**config.mk**
```make
export PLATFORM = sky130hd
export DESIGN_NAME = mem_access_ctrl_flat
export DESIGN_NICKNAME = d
export VERILOG_FILES = /design/src/rtl/mem_access_ctrl_if.sv /design/src/rtl/mem_access_ctrl.sv /design/src/flat_wrapper.sv
export SDC_FILE = /design/constraint.sdc
export NUM_CORES = 1
export LEC_CHECK = 0
export CAP_MARGIN = 10
export CORE_ASPECT_RATIO = 0.8
export CORE_MARGIN = 2
export CORE_UTILIZATION = 45
export DETAILED_ROUTE_END_ITERATION = 12
export PLACE_DENSITY = 0.8
export SETUP_SLACK_MARGIN = 0.2
export SLEW_MARGIN = 20
export SYNTH_ARGS = -nofsm -noshare
export SYNTH_HDL_FRONTEND = slang
export SYNTH_SLANG_ARGS = --single-unit
```
**constraint.sdc**
```tcl
create_clock -name i_clk -period 2.9 [get_ports i_clk]
set_clock_uncertainty 0.15 [all_clocks]
set_input_delay 0.29 -clock i_clk [delete_from_list [all_inputs] [get_ports i_clk]]
set_output_delay 0.29 -clock i_clk [all_outputs]
set_load 0.02 [all_outputs]
```
**src/rtl/mem_access_ctrl_if.sv**
```systemverilog
// rtl/mem_access_ctrl_if.sv - request/response and memory port bundle for mem_access_ctrl
//
// Purpose: groups the MEM-stage request handshake, the completion response and
//          the word-wide MEMORY port into one interface.
// Modports:
//   slave  - the controller: takes req_* and mem_data_out, drives req_ready,
//            resp_* and the mem_* strobes/address/data.
//   master - the requester plus memory side (opposite directions).
interface mem_access_ctrl_if;
  logic        req_valid;
  logic        req_ready;
  logic        req_write;
  logic [1:0]  req_size;
  logic        req_signed;
  logic [31:0] req_addr;
  logic [31:0] req_wdata;
  logic        resp_valid;
  logic        resp_err;
  logic [31:0] resp_rdata;
  logic        mem_write_en;
  logic        mem_read_en;
  logic [31:0] mem_address;
  logic [31:0] mem_data_in;
  logic [31:0] mem_data_out;

  modport slave (
    input  req_valid, req_write, req_size, req_signed, req_addr, req_wdata, mem_data_out,
    output req_ready, resp_valid, resp_err, resp_rdata,
    output mem_write_en, mem_read_en, mem_address, mem_data_in
  );

  modport master (
    output req_valid, req_write, req_size, req_signed, req_addr, req_wdata, mem_data_out,
    input  req_ready, resp_valid, resp_err, resp_rdata,
    input  mem_write_en, mem_read_en, mem_address, mem_data_in
  );
endinterface

```
**src/rtl/mem_access_ctrl.sv**
```systemverilog
// rtl/mem_access_ctrl.sv - MIPS32 MEM-stage byte/half/word access controller
//
// Purpose: turns byte-addressed LB/LBU/LH/LHU/LW/SB/SH/SW requests into word
//          accesses on the data MEMORY port. Sub-word stores use read-modify-
//          write, loads are lane-extracted and sign/zero-extended, misaligned,
//          illegal-size and out-of-range requests complete with an error.
// Ports:
//   i_clk   - clock, rising edge
//   i_rst_n - asynchronous active-low reset
//   bus     - mem_access_ctrl_if.slave (request, response, MEMORY port)
module mem_access_ctrl #(
  parameter int MEM_SIZE = 1024
) (
  input  logic              i_clk,
  input  logic              i_rst_n,
  mem_access_ctrl_if.slave  bus
);

  localparam logic [2:0] S_IDLE      = 3'd0;
  localparam logic [2:0] S_RD_ISSUE  = 3'd1;
  localparam logic [2:0] S_RD_CAPT   = 3'd2;
  localparam logic [2:0] S_WR        = 3'd3;
  localparam logic [2:0] S_RMW_RD    = 3'd4;
  localparam logic [2:0] S_RMW_MERGE = 3'd5;
  localparam logic [2:0] S_RMW_WR    = 3'd6;

  localparam logic [31:0] ADDR_LIMIT = 32'(MEM_SIZE * 4);

  logic [2:0]  r_state;
  logic [1:0]  r_size;
  logic        r_signed;
  logic [1:0]  r_lane;
  logic [15:0] r_wdata;
  logic        r_resp_valid;
  logic        r_resp_err;
  logic [31:0] r_resp_rdata;
  logic        r_mem_we;
  logic        r_mem_re;
  logic [31:0] r_mem_addr;
  logic [31:0] r_mem_din;

  logic        w_ready;
  logic        w_accept;
  logic        w_err;
  logic [7:0]  w_byte;
  logic [15:0] w_half;
  logic [31:0] w_load_data;
  logic [31:0] w_merged;

  // Ready is forced low while reset is held, not just by the registered state.
  assign w_ready  = (r_state == S_IDLE) && i_rst_n;
  assign w_accept = bus.req_valid && w_ready;

  always_comb begin
    w_err = 1'b0;
    case (bus.req_size)
      2'b00:   w_err = 1'b0;
      2'b01:   w_err = bus.req_addr[0];
      2'b10:   w_err = |bus.req_addr[1:0];
      default: w_err = 1'b1;
    endcase
    if (bus.req_addr >= ADDR_LIMIT) w_err = 1'b1;
  end

  // Lane extraction of the word returned by MEMORY (little-endian lanes).
  always_comb begin
    w_byte = bus.mem_data_out[{r_lane, 3'b000} +: 8];
    w_half = r_lane[1] ? bus.mem_data_out[31:16] : bus.mem_data_out[15:0];
    case (r_size)
      2'b00:   w_load_data = {{24{r_signed & w_byte[7]}}, w_byte};
      2'b01:   w_load_data = {{16{r_signed & w_half[15]}}, w_half};
      default: w_load_data = bus.mem_data_out;
    endcase
  end

  // Store lane dropped into the old word; other lanes pass through untouched.
  always_comb begin
    w_merged = bus.mem_data_out;
    if (r_size == 2'b00) w_merged[{r_lane, 3'b000} +: 8] = r_wdata[7:0];
    else                 w_merged[{r_lane[1], 4'b0000} +: 16] = r_wdata;
  end

  always_ff @(posedge i_clk or negedge i_rst_n) begin
    if (!i_rst_n) begin
      r_state      <= S_IDLE;
      r_size       <= 2'b00;
      r_signed     <= 1'b0;
      r_lane       <= 2'b00;
      r_wdata      <= 16'h0;
      r_resp_valid <= 1'b0;
      r_resp_err   <= 1'b0;
      r_resp_rdata <= 32'h0;
      r_mem_we     <= 1'b0;
      r_mem_re     <= 1'b0;
      r_mem_addr   <= 32'h0;
      r_mem_din    <= 32'h0;
    end else begin
      // Strobes and the response are single-cycle pulses by default.
      r_resp_valid <= 1'b0;
      r_resp_err   <= 1'b0;
      r_resp_rdata <= 32'h0;
      r_mem_we     <= 1'b0;
      r_mem_re     <= 1'b0;
      case (r_state)
        S_IDLE: begin
          if (w_accept) begin
            if (w_err) begin
              r_resp_valid <= 1'b1;
              r_resp_err   <= 1'b1;
            end else begin
              r_size     <= bus.req_size;
              r_signed   <= bus.req_signed;
              r_lane     <= bus.req_addr[1:0];
              r_wdata    <= bus.req_wdata[15:0];
              r_mem_addr <= {2'b00, bus.req_addr[31:2]};
              if (!bus.req_write) begin
                r_mem_re <= 1'b1;
                r_state  <= S_RD_ISSUE;
              end else if (bus.req_size == 2'b10) begin
                r_mem_we  <= 1'b1;
                r_mem_din <= bus.req_wdata;
                r_state   <= S_WR;
              end else begin
                r_mem_re <= 1'b1;
                r_state  <= S_RMW_RD;
              end
            end
          end
        end
        S_RD_ISSUE:  r_state <= S_RD_CAPT;
        S_RD_CAPT: begin
          r_resp_valid <= 1'b1;
          r_resp_rdata <= w_load_data;
          r_state      <= S_IDLE;
        end
        S_WR: begin
          r_resp_valid <= 1'b1;
          r_state      <= S_IDLE;
        end
        S_RMW_RD:    r_state <= S_RMW_MERGE;
        S_RMW_MERGE: begin
          r_mem_din <= w_merged;
          r_mem_we  <= 1'b1;
          r_state   <= S_RMW_WR;
        end
        S_RMW_WR: begin
          r_resp_valid <= 1'b1;
          r_state      <= S_IDLE;
        end
        default:     r_state <= S_IDLE;
      endcase
    end
  end

  assign bus.req_ready    = w_ready;
  assign bus.resp_valid   = r_resp_valid;
  assign bus.resp_err     = r_resp_err;
  assign bus.resp_rdata   = r_resp_rdata;
  assign bus.mem_write_en = r_mem_we;
  assign bus.mem_read_en  = r_mem_re;
  assign bus.mem_address  = r_mem_addr;
  assign bus.mem_data_in  = r_mem_din;

endmodule

```
**src/flat_wrapper.sv**
```systemverilog
// flat-port wrapper written by rule: the top's interface ports become plain ports
module mem_access_ctrl_flat 
#(
  parameter int MEM_SIZE = 1024
)
  (i_clk, i_rst_n, bus_req_valid, bus_req_write, bus_req_size, bus_req_signed, bus_req_addr, bus_req_wdata, bus_mem_data_out, bus_req_ready, bus_resp_valid, bus_resp_err, bus_resp_rdata, bus_mem_write_en, bus_mem_read_en, bus_mem_address, bus_mem_data_in);
  mem_access_ctrl_if bus_i ();
  input  logic i_clk;
  input  logic i_rst_n;
  input wire logic [$bits(bus_i.req_valid)-1:0] bus_req_valid;
  input wire logic [$bits(bus_i.req_write)-1:0] bus_req_write;
  input wire logic [$bits(bus_i.req_size)-1:0] bus_req_size;
  input wire logic [$bits(bus_i.req_signed)-1:0] bus_req_signed;
  input wire logic [$bits(bus_i.req_addr)-1:0] bus_req_addr;
  input wire logic [$bits(bus_i.req_wdata)-1:0] bus_req_wdata;
  input wire logic [$bits(bus_i.mem_data_out)-1:0] bus_mem_data_out;
  output wire logic [$bits(bus_i.req_ready)-1:0] bus_req_ready;
  output wire logic [$bits(bus_i.resp_valid)-1:0] bus_resp_valid;
  output wire logic [$bits(bus_i.resp_err)-1:0] bus_resp_err;
  output wire logic [$bits(bus_i.resp_rdata)-1:0] bus_resp_rdata;
  output wire logic [$bits(bus_i.mem_write_en)-1:0] bus_mem_write_en;
  output wire logic [$bits(bus_i.mem_read_en)-1:0] bus_mem_read_en;
  output wire logic [$bits(bus_i.mem_address)-1:0] bus_mem_address;
  output wire logic [$bits(bus_i.mem_data_in)-1:0] bus_mem_data_in;
  assign bus_i.req_valid = bus_req_valid;
  assign bus_i.req_write = bus_req_write;
  assign bus_i.req_size = bus_req_size;
  assign bus_i.req_signed = bus_req_signed;
  assign bus_i.req_addr = bus_req_addr;
  assign bus_i.req_wdata = bus_req_wdata;
  assign bus_i.mem_data_out = bus_mem_data_out;
  assign bus_req_ready = bus_i.req_ready;
  assign bus_resp_valid = bus_i.resp_valid;
  assign bus_resp_err = bus_i.resp_err;
  assign bus_resp_rdata = bus_i.resp_rdata;
  assign bus_mem_write_en = bus_i.mem_write_en;
  assign bus_mem_read_en = bus_i.mem_read_en;
  assign bus_mem_address = bus_i.mem_address;
  assign bus_mem_data_in = bus_i.mem_data_in;
  mem_access_ctrl #(.MEM_SIZE(MEM_SIZE)) u_core (.i_clk(i_clk), .i_rst_n(i_rst_n), .bus(bus_i));
endmodule
```
==> impl_metrics.py, run 1 <==
metrics = {
    "global_route": {
        "antenna_found_initial": 0,
        "grt_pass1_wl_um": 29200,
        "grt.total_usage_pct": 28.1,
        "grt_max_degree": 77,
        "grt_pass1_vias": 5279,
        "grt_overflow": 0,
    },
    "worst_setup_path": {
        "critPathLaunchType": "flip-flop",
        "end_kind": "flip-flop",
        "crit_chain": "inv_1 -> ha_1 -> nor2_1 -> a2111o_1 -> and2_1 -> o22ai_1 -> a211oi_2",
        "cpPeakStageDelay_ns": 0.54,
        "critPathMaxFanout": 8,
        "slowest_stage": "a2111o_1",
        "path_buf_inv": 1,
        "critical_path_class": "flip-flop to flip-flop",
        "crit_required_ns": 3.04,
        "worstPathArrival_ns": 2.61,
        "path_delay_family": "compound AO/OA/AOI/OAI gates",
    },
    "floorplan": {
        "dieHeight_um": 105,
        "initial_utilization_pct": 46.6,
        "io_pins": 204,
        "coreArea_um2": 12300,
        "die-area_um2": 13700,
        "dieWidth_um": 130,
        "rows": 36,
    },
    "finish": {
        "final_cell_mix": "clkdlybuf4s50_1 (200), dfrtp_1 (122), nor2_1 (52), nand2_1 (47), mux2_2 (28)",
        "final_net_count": 830,
        "area_growth_pct": 49.7,
        "diodes": 0,
        "layout_commonest_cell": "clkdlybuf4s50_1",
        "final_layout_size_suffix_gt1_share_pct": 16.3,
    },
    "timing": {
        "fin_tns_setup_ns": 0,
        "slew_headroom_pct": 34.5,
        "setup_viol": 0,
        "tightestPinTransition_ns": 0.982,
        "rsz0062_at_grt": "no",
        "period_needed_ns": 2.47,
        "fmax_mhz": 405,
        "hold_viol_final": 0,
        "timing.final.crit_share_pct": 85.1,
        "maxSlewViolCount": 0,
    },
    "clocking": {
        "clk_latency_ns": 0.41,
        "numClockSinks": 122,
        "h-tree-depth": 4,
        "cts_buffer_depth": 2,
        "cts_tree": "built",
        "root_buffer": "clkbuf_16",
        "cts_inserted_buffers": 17,
        "cts_setup_buffers": 0,
        "clk_pin_slew_worst_paths_ns": 0.06,
    },
    "logic_synthesis": {
        "synth-seq-cells": 122,
        "yosysTopAreaCellShare_pct": 53.1,
        "synth_area_per_cell_um2": 11.2,
        "yosysWarnings": 0,
        "synth.cell_area_um2": 5750,
        "synth_area_leaders": "dfrtp_1 (53%), mux2_2 (5.5%), nor2_1 (3.4%)",
        "ys.flop_type": "dfrtp_1",
        "yosys.area.top_type": "dfrtp_1",
        "yosysUniqueCellTypes": 55,
        "seq_area_frac_synth_pct": 53.1,
        "synth_edf_count": 0,
        "synthArstFlopShare_pct": 100,
        "syn_inst": 515,
    },
    "power_and_ir_drop": {
        "comb_power_share_pct": 6.1,
        "pwr-share-clk_pct": 54.6,
        "p_total_mw": 4.34,
        "p_sw_mw": 0.935,
        "power_frac_seq_pct": 39.3,
        "vdd_drop_max_uv": 404,
        "powerDensity_nw_per_um2": 504,
        "p_leak_nw": 3.96,
        "p_int_mw": 3.40,
        "p_sw_share_pct": 21.6,
    },
    "status": {
        "status": "completed",
    },
    "routing": {
        "wl_per_cell_um": 20.8,
        "drt.antenna.violating_nets": 0,
        "vias_per_cell": 5.68,
        "drcViolationCount": 0,
        "first_pass_iters": 8,
        "drt_iter0_markers": 487,
        "drt-total-wl_um": 18800,
        "dr_total_vias": 5147,
    },
    "min_path": {
        "min_path_type": "primary input to flip-flop",
    },
    "placement": {
        "gp_congestion": 0.922,
        "dp_hpwl_um": 13700,
        "numPortBuffers": 201,
    },
    "job": {
        "drv_cap": 0,
    },
}
[metrics by stage]
stage | utilization (%) | instances | setup WS, ns | cell area, um2 | hold slack, ns
after global placement | 64.3 | 873 | 0.336 | 7930 | 0.311
after detailed placement | 64.3 | 873 | 0.207 | 7930 | 0.321
final | 69.7 | 906 | 0.431 | 8600 | 0.297
after global routing | 69.7 | 906 | 0.267 | 8600 | 0.334
after floorplan | - | 516 | 0.742 | 5750 | -0.156
after CTS | 69.7 | 906 | 0.312 | 8600 | 0.287
[worst min-delay path, cell delays in order]
cell             delay (ns)
clkdlybuf4s50_1        0.40
nand2_1                0.05
o21ai_0                0.07
[final cells by class]
| class | count | area (um2) |
|---|---|---|
| multi-input cells | 348 | 2460 |
| well taps | 171 | 214 |
| inverters | 15 | 56.3 |
| flip-flops and latches | 122 | 3050 |
| clock buffers | 19 | 443 |
| fillers | 939 | 3740 |
| repair buffers | 218 | 2160 |
| clock inverters | 13 | 214 |
[worst paths after layout]
check | from | to | slack, ns | cells after the start
worst min register to register | u_core.bus.mem_address[11] | u_core.bus.mem_address[11] | 0.35 | 1
min in group asynchronous | i_rst_n | u_core.bus.resp_rdata[17] | 0.44 | 3
max in group asynchronous | i_rst_n | u_core.bus.mem_data_in[5] | 0.77 | 4
worst max register to register | u_core.r_lane[0] | u_core.bus.mem_data_in[7] | 0.43 | 7
worst min-delay path | bus_req_signed | u_core.r_signed | 0.30 | 3
worst max-delay path | u_core.r_lane[0] | u_core.bus.mem_data_in[7] | 0.43 | 7
[cell families (layout without fill, tap and decap cells)]
family / count (synthesis) / after routing / synth area share (%)
other: 1 / 2 / 0.0653
adders and majority gates: 5 / 5 / 1.09
AOI/OAI and AO/OA: 149 / 149 / 21.4
and+or+nand+nor: 162 / 162 / 14.0
DFF: 122 / 122 / 53.1
buffers and inverters: 46 / 265 / 4.35
muxes: 30 / 30 / 6.05
[power by group through the flow]
stage	clock network, mW	registers, mW	logic, mW
after CTS	2.39	1.70	0.265
after floorplan	0	1.74	0.0362
after detailed placement	0	1.74	0.261
final	2.37	1.70	0.266
after global routing	2.48	1.70	0.285
after global placement	0	1.74	0.258
[sequential cells by signal, summed over array words and instances (netlist names), 2 cells and up]
signal,cells
u_core.r_lane,2
u_core.r_state,3
u_core.r_wdata,16
u_core.bus.resp_rdata,32
u_core.bus.mem_data_in,32
u_core.r_size,2
u_core.bus.mem_address,30
[layer usage]
| layer | global-route usage (%) | wire (um) | vias up |
|---|---|---|---|
| met5 | 0 | 0 | - |
| met1 | 38.4 | 8090 | 2525 |
| met3 | 8.86 | 1930 | 23 |
| met4 | 8.05 | 220 | 0 |
| met2 | 43.3 | 8580 | 295 |
| li1 | - | - | 2304 |
[synthesized netlist by cell type, types with 3 or more instances]
cell / n
nor3_2: 3
a221oi_1: 8
a21o_1: 19
buf_2: 12
o21ai_0: 15
o221a_2: 16
mux2_2: 28
a221o_1: 8
nor2_1: 52
a21oi_1: 24
dfrtp_1: 122
a222oi_1: 7
nor3_1: 6
o221ai_1: 14
buf_4: 3
a21o_2: 6
a211oi_2: 9
clkbuf_1: 7
nor4_1: 6
a22o_1: 7
nand3_1: 5
inv_1: 14
nor2b_1: 20
nand2b_1: 9
buf_6: 5
a211oi_1: 6
ha_1: 5
nand2_1: 47
[what timing repair did]
item | in CTS | in global routing
endpoints found under the hold margin | 46 | 0
hold buffers | 1 | 0
setup endpoints to repair | 0 | 6
resized for setup | 0 | 1
Power figures use the tool's default switching activity.
==> run 2: changes to the inputs <==
Settings changed: CTS_CLUSTER_DIAMETER set to 80.
==> results of run 2 <==
No change in the layout: final DEF, timing and power equal those of run 1.
==> run 3: changes to the inputs <==
Settings changed: SETUP_SLACK_MARGIN 0.2 to not set.
==> impl_metrics.py, run 3 (synthesis results as in run 1) <==
metrics = {
    "status": {
        "status": "completed",
    },
    "worst_setup_path": {
        "critPathMaxFanout": 8,
        "slowest_stage": "dfrtp_1",
        "crit_required_ns": 3.06,
        "critPathLaunchType": "flip-flop",
        "critical_path_class": "flip-flop to flip-flop",
        "worstPathArrival_ns": 2.77,
        "end_kind": "flip-flop",
        "cpPeakStageDelay_ns": 0.52,
        "crit_chain": "inv_1 -> ha_1 -> nor2_1 -> nand3_1 -> a21oi_1 -> o221ai_1 -> a211oi_1",
    },
    "global_route": {
        "met3_usage_pct": 8.86,
        "antenna_found_initial": 0,
        "grt_pass1_vias": 5279,
        "grt_max_degree": 77,
        "use_met2_pct": 43.3,
        "grt-busiest-layer": "met2",
        "met1_usage_pct": 38.4,
        "grt_pass1_wl_um": 29200,
        "grt_overflow": 0,
        "grt.total_usage_pct": 28.1,
    },
    "routing": {
        "wl_per_cell_um": 20.7,
        "vias_per_cell": 5.64,
        "drt.antenna.violating_nets": 0,
        "first_pass_iters": 6,
        "dr_total_vias": 5110,
        "drcViolationCount": 0,
        "drt-total-wl_um": 18800,
        "drt_iter0_markers": 487,
    },
    "finish": {
        "final_cell_mix": "clkdlybuf4s50_1 (200), dfrtp_1 (122), nor2_1 (52), nand2_1 (47), mux2_2 (28)",
        "final_layout_size_suffix_gt1_share_pct": 16.2,
        "final_net_count": 830,
        "fin_area_um2": 8600,
        "fin_cells": 906,
        "finish.utilization_pct": 69.7,
        "diodes": 0,
        "area_growth_pct": 49.6,
        "layout_commonest_cell": "clkdlybuf4s50_1",
    },
    "timing": {
        "worst_slack_ns": 0.287,
        "setup_viol": 0,
        "maxSlewViolCount": 0,
        "rsz0062_at_grt": "no",
        "slew_headroom_pct": 34.4,
        "fin_hold_ws_ns": 0.294,
        "tightestPinTransition_ns": 0.985,
        "fin_tns_setup_ns": 0,
        "hold_viol_final": 0,
        "period_needed_ns": 2.61,
        "timing.final.crit_share_pct": 90.1,
        "fmax_mhz": 383,
    },
    "placement": {
        "dp.cells": 873,
        "dp_hpwl_um": 13700,
        "placed_cell_area_um2": 7930,
        "numPortBuffers": 201,
        "gp_congestion": 0.922,
        "dpl_worst_slack_ns": 0.207,
    },
    "clocking": {
        "h-tree-depth": 4,
        "root_buffer": "clkbuf_16",
        "clk_pin_slew_worst_paths_ns": 0.06,
        "cts_inserted_buffers": 17,
        "clk_latency_ns": 0.41,
        "cts_buffer_depth": 2,
        "ctsHoldBuffers": 1,
        "post_cts_resized": 0,
        "numClockSinks": 122,
        "cts_setup_buffers": 0,
        "cts_tree": "built",
    },
    "floorplan": {
        "coreArea_um2": 12300,
        "dieHeight_um": 105,
        "initial_utilization_pct": 46.6,
        "die-area_um2": 13700,
        "dieWidth_um": 130,
        "rows": 36,
        "io_pins": 204,
    },
    "job": {
        "drv_cap": 0,
    },
    "power_and_ir_drop": {
        "p_leak_nw": 3.96,
        "powerDensity_nw_per_um2": 504,
        "vdd_drop_max_uv": 403,
        "p_total_mw": 4.34,
    },
    "min_path": {
        "min_path_type": "primary input to flip-flop",
    },
}
## run 3: where the power goes
part	switching (mW)	total [mW]	leakage (nW)	internal [mW]
combinational	0.123	0.266	2.02	0.143
clock	0.810	2.37	0.303	1.56
sequential	0.000413	1.70	1.64	1.70
total	0.934	4.34	3.96	3.40
## run 3: cell type report
| type | instances | area, um2 |
|---|---|---|
| fill | 940 | 3740 |
| sequential | 122 | 3050 |
| multi-input combinational | 348 | 2450 |
| timing repair buffer | 218 | 2160 |
| clock buffer | 19 | 443 |
| clock inverter | 13 | 214 |
| tap | 171 | 214 |
| inverter | 15 | 56.3 |
## run 3: worst max-delay path: cells and delay by family, from the launching register on
family,cells,cell delay (ns)
buffers and inverters,1,0.19
adders and majority gates,1,0.38
DFF,1,0.52
AOI/OAI and AO/OA,3,1.02
and+or+nand+nor,2,0.25
## run 3: path summary, 6_finish.rpt
| path | start | end | slack (ns) | depth (start not counted) |
|---|---|---|---|---|
| max in group asynchronous | i_rst_n | u_core.bus.mem_data_in[5] | 0.76 | 4 |
| worst min register to register | u_core.bus.mem_address[11] | u_core.bus.mem_address[11] | 0.35 | 1 |
| min in group asynchronous | i_rst_n | u_core.bus.resp_rdata[17] | 0.44 | 3 |
| worst min-delay path | bus_req_signed | u_core.r_signed | 0.29 | 3 |
| worst max-delay path | u_core.r_lane[0] | u_core.bus.mem_data_in[4] | 0.29 | 7 |
| worst max register to register | u_core.r_lane[0] | u_core.bus.mem_data_in[4] | 0.29 | 7 |
## run 3: routing by layer
layer / routed length (um) / vias to the layer above
met4: 287 / 0
met5: 0 / -
li1: - / 2303
met2: 8520 / 271
met1: 8120 / 2509
met3: 1870 / 27
